[config.mk]
export PLATFORM = sky130hd
export DESIGN_NAME = regfile_2r1w_sb
export DESIGN_NICKNAME = d
export VERILOG_FILES = /design/src/rtl/regfile_2r1w_sb.sv
export SDC_FILE = /design/constraint.sdc
export NUM_CORES = 1
export LEC_CHECK = 0
export CAP_MARGIN = 20
export CORE_ASPECT_RATIO = 1.25
export CORE_MARGIN = 1.5
export CORE_UTILIZATION = 45
export CTS_BUF_LIST = sky130_fd_sc_hd__clkbuf_4
export DETAILED_ROUTE_END_ITERATION = 8
export GPL_TIMING_DRIVEN = 0
export HOLD_SLACK_MARGIN = 0.08
export PLACE_DENSITY = 0.67
export SLEW_MARGIN = 20
export SYNTH_ARGS = -nofsm -noshare
export SYNTH_HDL_FRONTEND = slang
export SYNTH_SLANG_ARGS = --single-unit
[constraint.sdc]
create_clock -name clk -period 6.5 [get_ports clk]
set_clock_uncertainty 0.05 [all_clocks]
set_input_delay 1.3 -clock clk [delete_from_list [all_inputs] [get_ports clk]]
set_output_delay 1.3 -clock clk [all_outputs]
set_load 0.02 [all_outputs]
[src/rtl/regfile_2r1w_sb.sv]
// regfile_2r1w_sb: 2-read/1-write register bank with optional write bypass and per-register busy scoreboard
module regfile_2r1w_sb #(
  parameter int unsigned DATA_W = 16,
  parameter int unsigned ADDR_W = 3,
  parameter int unsigned BYPASS = 1,
  localparam int unsigned NREGS = 2 ** ADDR_W
) (
  input  logic              clk,
  input  logic              reset,
  input  logic              write,
  input  logic [ADDR_W-1:0] writenum,
  input  logic [DATA_W-1:0] data_in,
  input  logic [ADDR_W-1:0] readnum_a,
  input  logic [ADDR_W-1:0] readnum_b,
  output logic [DATA_W-1:0] data_out_a,
  output logic [DATA_W-1:0] data_out_b,
  input  logic              reserve,
  input  logic [ADDR_W-1:0] reservenum,
  output logic              busy_a,
  output logic              busy_b,
  output logic [NREGS-1:0]  busy_vec
);
  logic [DATA_W-1:0] regs [NREGS];
  logic [NREGS-1:0] busy, set_v, clr_v;
  logic hit_a, hit_b;
  assign set_v = reserve ? NREGS'(1) << reservenum : '0;
  assign clr_v = write ? NREGS'(1) << writenum : '0;
  always_ff @(posedge clk or posedge reset)
    if (reset) begin
      for (int i = 0; i < NREGS; i++) regs[i] <= '0;
      busy <= '0;
    end else begin
      if (write) regs[writenum] <= data_in;
      busy <= set_v | (busy & ~clr_v);
    end
  // bypass is gated by reset so outputs stay zero while reset is held
  assign hit_a = (BYPASS != 0) && !reset && write && (writenum == readnum_a);
  assign hit_b = (BYPASS != 0) && !reset && write && (writenum == readnum_b);
  assign data_out_a = hit_a ? data_in : regs[readnum_a];
  assign data_out_b = hit_b ? data_in : regs[readnum_b];
  assign busy_a = busy[readnum_a] & ~hit_a;
  assign busy_b = busy[readnum_b] & ~hit_b;
  assign busy_vec = busy;
endmodule
==> results.sh, run 1 <==
export IMPL_status="finished clean"
export IMPL_viasPerCell=5.93
export IMPL_r2r_cells=1
export IMPL_crit_type="in -> out"
export IMPL_synth_nets=523
export IMPL_power_density_nw_per_um2=293
export IMPL_cts_sinks=136
export IMPL_start_util_pct=46.5
export IMPL_use_met1_pct=29.6
export IMPL_antenna_found_initial=1
export IMPL_coreArea_sq_um=17000
export IMPL_total_power_mw=2.63
export IMPL_worst_slack_ps=1370
export IMPL_tightest_slew_ps=917
export IMPL_synth_largest_area_cell="dfrtp_1"
export IMPL_relSlewSlack_pct=38.5
export IMPL_die_h_um=151
export IMPL_yosys_warnings=0
export IMPL_die_x_um=121
export IMPL_post_dp_hpwl_um=13100
export IMPL_vdd_drop_max_mv=0.119
export IMPL_fin_nets=590
export IMPL_leakage_nw=3.69
export IMPL_start_kind="input pin"
export IMPL_syn_area_sq_um=7890
export IMPL_rsz0062_at_grt="false"
export IMPL_drt_iter0_markers=197
export IMPL_synth_cell_types=26
export IMPL_cts_resized=0
export IMPL_final_setup_viol_count=0
export IMPL_htreeDepth=4
export IMPL_synth_area_per_cell_sq_um=16.1
export IMPL_required_ps=5150
export IMPL_cts_tree="yes"
export IMPL_yosysSeqAreaShare_pct=43.2
export IMPL_hp_class="reg -> reg"
export IMPL_dieArea_sq_um=18300
export IMPL_grt_util_all_layers_pct=22.8
export IMPL_dp_slack_ps=1320
export IMPL_fin_tns_setup_ps=0
export IMPL_holdBufCountCts=0
export IMPL_drv_cap=0
export IMPL_placed_cells=759
export IMPL_worst_skew_pair_late_latency_ps=520
export IMPL_clockBufferDepth=2
export IMPL_rows=53
export IMPL_antenna_left=0
export IMPL_cts_buffers=17
export IMPL_endpoint_kind="output pin"
export IMPL_grt_use_met2_pct=39.5
export IMPL_dr_pass1_iters=5
export IMPL_avgRoutedWirePerCell_um=24.5
export IMPL_reg2reg_slack_ps=5640
export IMPL_finalCritPeriodShare_pct=78.9
export IMPL_grt_max_degree=102
export IMPL_min_path_cells=1
export IMPL_finalWirelength_um=19400
export IMPL_hold_viol_final=0
export IMPL_clock_fmax_mhz=195
export IMPL_cts_setup_buffers=0
export IMPL_fin_cells=792
export IMPL_place_gp_congestion=0.802
export IMPL_syn_inst=491
export IMPL_slew_viol_final=0
export IMPL_synth_seq_cells=136
export IMPL_num_fill_cells=1452
export IMPL_area_growth_pct=13.6
export IMPL_overflow=0
export IMPL_ioPinCount=74
export IMPL_drive_above_1_share_pct=55.2
export IMPL_grt_busiest_layer="met2"
export IMPL_grt_pass1_wl_um=30100
export IMPL_synth_area_top_cells="dfrtp_1, mux2_2, mux4_2, mux4_1, mux2_4"
export IMPL_met3_usage_pct=3.50
export IMPL_synth_top_area_share_pct=43.2
export IMPL_root_buffer="clkbuf_4"
export IMPL_arrival_ps=3780
export IMPL_grt_pass1_vias=5055
export IMPL_drcViolationCount=0
export IMPL_io_buffers=47
export IMPL_crit_fanout=10
export IMPL_vias=4694
export IMPL_min_period_ps=5130
export IMPL_fin_util_pct=52.8
export IMPL_cts_clk_slew_worst_paths_ps=110
[power breakdown]
group	switching (mW)	internal [mW]	total [mW]	leakage [nW]
combinational	0.338	0.555	0.893	1.91
sequential	0.131	1.03	1.16	1.63
clock	0.312	0.260	0.572	0.144
[final timing paths]
path                           start             to
max                            reset  data_out_a[8]
min                        regs[127]      regs[127]
max reg2reg                 regs[42]       regs[42]
min reg2reg                regs[127]      regs[127]
max in group asynchronous      reset       regs[34]
min in group asynchronous      reset      regs[126]
[cell usage in the layout, fill, tap and decap left out, drive strengths merged]
master	count
clkdlybuf4s50	47
bufinv	3
nand4	3
nor2b	1
o22ai	2
clkbuf	19
clkinvlp	4
o32ai	2
nand2b	4
mux4	68
dfrtp	136
clkinv	7
mux2	194
o21ai	4
nand4b	3
buf	49
inv	6
diode	1
xnor2	6
nor3	2
nand2	7
and2	2
nor3b	2
[state kept, by name (all words and copies together), names as in the netlist]
name and count:
busy_vec 8, regs 128
[routing by layer]
| metal | part of all wire, % | vias to the layer above |
|---|---|---|
| met5 | 0 | - |
| met4 | 1.6 | 0 |
| met3 | 3.5 | 21 |
| met2 | 53 | 116 |
| met1 | 42 | 2503 |
| li1 | - | 2054 |
[final cells by class]
cell class	instances	area [sq um]	area share, %
clock inverters	15	159	1.77
multi-input cells	300	4130	46.1
plain buffers	50	338	3.77
repair buffers	48	498	5.56
flip-flops and latches	136	3400	38.0
clock buffers	17	128	1.42
diodes	1	2.50	0.0279
inverters	5	26.3	0.293
well taps	220	275	3.07
[critical path: stages]
cell and delay, ps:
clkdlybuf4s50_1 550, nor2b_1 270, nand4_2 390, buf_4 380
mux2_4 340, clkdlybuf4s50_1 540
[cell usage after synthesis]
cell type and n:
nand4_2 2, xnor2_1 6, buf_2 17, nor3_2 2
o22ai_1 2, buf_1 16, nor3b_2 2, nand4b_1 3
nand2_1 7, o21ai_0 4, nand2b_1 3, mux2_4 18
and2_1 2, buf_4 5, buf_12 4, nand4_1 1
mux4_1 16, o32ai_1 2, inv_1 5, dfrtp_1 136
clkbuf_1 2, nand2b_4 1, nor2b_1 1, mux2_2 176
buf_6 6, mux4_2 52
[kinds of logic after synthesis]
group,share of synthesized area [%]
AOI/OAI and AO/OA,0.635
xor gates and xnor gates,0.666
DFF,43.2
buffers and inverters,4.52
and+or+nand+nor,2.28
muxes,48.7
[through the flow]
stage	hold WS (ps)	instance area, sq um
floorplan	436	7890
global placement	447	8630
detailed placement	458	8670
CTS	484	8950
global route	504	8960
finish	480	8960
No activity file was read; power rests on OpenSTA's default activity.
==> run 2, diff against run 1 <==
--- a/config.mk
+++ b/config.mk
@@ -13,7 +13,7 @@
 export DETAILED_ROUTE_END_ITERATION = 8
 export GPL_TIMING_DRIVEN = 0
 export HOLD_SLACK_MARGIN = 0.08
-export PLACE_DENSITY = 0.67
+export PLACE_DENSITY = 0.7
 export SLEW_MARGIN = 20
 export SYNTH_ARGS = -nofsm -noshare
 export SYNTH_HDL_FRONTEND = slang
==> constraint.sdc (replaced) <==
create_clock -name clk -period 4.5 [get_ports clk]
set_clock_uncertainty 0.05 [all_clocks]
set_input_delay 0.9 -clock clk [delete_from_list [all_inputs] [get_ports clk]]
set_output_delay 0.9 -clock clk [all_outputs]
set_load 0.02 [all_outputs]
==> run 2 against run 1 <==
Compared with the run above: hold slack about the same; global-route usage increased by 0.27 points; via count increased by 0.70%; core utilization increased by 0.74 points; register-to-register slack got worse by 2000 ps; sequential share of layout area decreased by 0.53 points; sequential cell count unchanged; die area unchanged; critical path depth unchanged; largest power group unchanged.
==> results.sh, run 2 (synthesized netlist as in run 1, its figures left out) <==
export IMPL_final_setup_viol_count=0
export IMPL_required_ps=3550
export IMPL_antenna_left=0
export IMPL_endpoint_kind="output pin"
export IMPL_drive_above_1_share_pct=55.7
export IMPL_fin_tns_setup_ps=0
export IMPL_grt_pass1_wl_um=30400
export IMPL_arrival_ps=3270
export IMPL_dieArea_sq_um=18300
export IMPL_slew_viol_final=0
export IMPL_relSlewSlack_pct=32.9
export IMPL_cts_resized=0
export IMPL_finalCritPeriodShare_pct=93.8
export IMPL_die_h_um=151
export IMPL_post_dp_hpwl_um=13300
export IMPL_area_growth_pct=15.2
export IMPL_status="finished clean"
export IMPL_dp_slack_ps=279
export IMPL_crit_fanout=10
export IMPL_ioPinCount=74
export IMPL_root_buffer="clkbuf_4"
export IMPL_rsz0062_at_grt="false"
export IMPL_worst_skew_pair_late_latency_ps=540
export IMPL_finalWirelength_um=19700
export IMPL_htreeDepth=4
export IMPL_vias=4727
export IMPL_min_period_ps=4220
export IMPL_coreArea_sq_um=17000
export IMPL_antenna_found_initial=1
export IMPL_grt_pass1_vias=5116
export IMPL_clock_fmax_mhz=237
export IMPL_cts_sinks=136
export IMPL_fin_cells=795
export IMPL_hp_class="reg -> reg"
export IMPL_vdd_drop_max_mv=0.216
export IMPL_leakage_nw=3.75
export IMPL_place_gp_congestion=0.742
export IMPL_final_common_cell="mux2_2"
export IMPL_rows=53
export IMPL_cts_tree="yes"
export IMPL_worst_slack_ps=278
export IMPL_fin_nets=593
export IMPL_drv_cap=0
export IMPL_start_util_pct=46.5
export IMPL_power_density_nw_per_um2=438
export IMPL_cts_buffers=17
export IMPL_clockBufferDepth=2
export IMPL_largest_reg_flops=128
export IMPL_tightest_slew_ps=1010
export IMPL_grt_util_all_layers_pct=23.1
export IMPL_die_x_um=121
export IMPL_hold_viol_final=0
export IMPL_start_kind="input pin"
export IMPL_dr_pass1_iters=4
export IMPL_grt_max_degree=36
export IMPL_drcViolationCount=0
export IMPL_io_buffers=47
export IMPL_overflow=0
export IMPL_avgRoutedWirePerCell_um=24.7
export IMPL_crit_type="in -> out"
export IMPL_holdBufCountCts=0
export IMPL_top_register="regs"
export IMPL_drt_iter0_markers=320
export IMPL_final_cell_mix="mux2_2, dfrtp_1, mux4_2"
export IMPL_cts_clk_slew_worst_paths_ps=110
export IMPL_cts_setup_buffers=0
export IMPL_viasPerCell=5.95
export IMPL_placed_cells=762
==> run 2: routing by layer <==
metal	GRT usage, %	part of all wire, %	up-vias
li1	-	-	2060
met1	28.9	40	2500
met2	39.5	52	131
met3	4.52	4.5	36
met4	8.76	2.6	0
met5	0	0	-
==> run 2: cell type report <==
type                            count  area (sq um)
Antenna cell                        1          2.50
Clock buffer                       18           135
Tap cell                          220           275
Buffer                             50           338
Timing Repair Buffer               51           551
Sequential cell                   136          3400
Inverter                            5          22.5
Clock inverter                     14           229
Multi-Input combinational cell    300          4130
Fill cell                        1445          7890
==> run 2: stage by stage <==
step	hold WS, ps	utilization [%]	power [mW]	instance area [sq um]
6_report	480	53.5	3.98	9080
5_1_grt	501	53.5	4.18	9080
4_1_cts	482	53.5	4.01	9080
3_5_place_dp	457	51.3	3.00	8720
3_3_place_gp	447	50.9	2.94	8640
2_1_floorplan	436	-	2.58	7890
==> run 2: power breakdown <==
part / total [mW] / internal [mW] / switching [mW]
Clock: 1.00 / 0.553 / 0.451
Sequential: 1.68 / 1.49 / 0.193
Combinational: 1.29 / 0.806 / 0.488
Total: 3.98 / 2.85 / 1.13
==> run 2: critical path, cell delays in order <==
cell	delay [ps]
clkdlybuf4s50_1	460
nor2b_1	260
nand4_2	390
buf_4	370
mux2_4	330
clkdlybuf4s50_1	540
==> run 2: worst paths after layout <==
path,from,to,slack (ps),cells after the start
max,reset,data_out_a[8],280,6
min,regs[111],regs[111],480,1
max reg2reg,regs[43],regs[43],3640,1
min reg2reg,regs[111],regs[111],480,1
max in group asynchronous,reset,regs[49],3010,4
min in group asynchronous,reset,regs[124],670,2
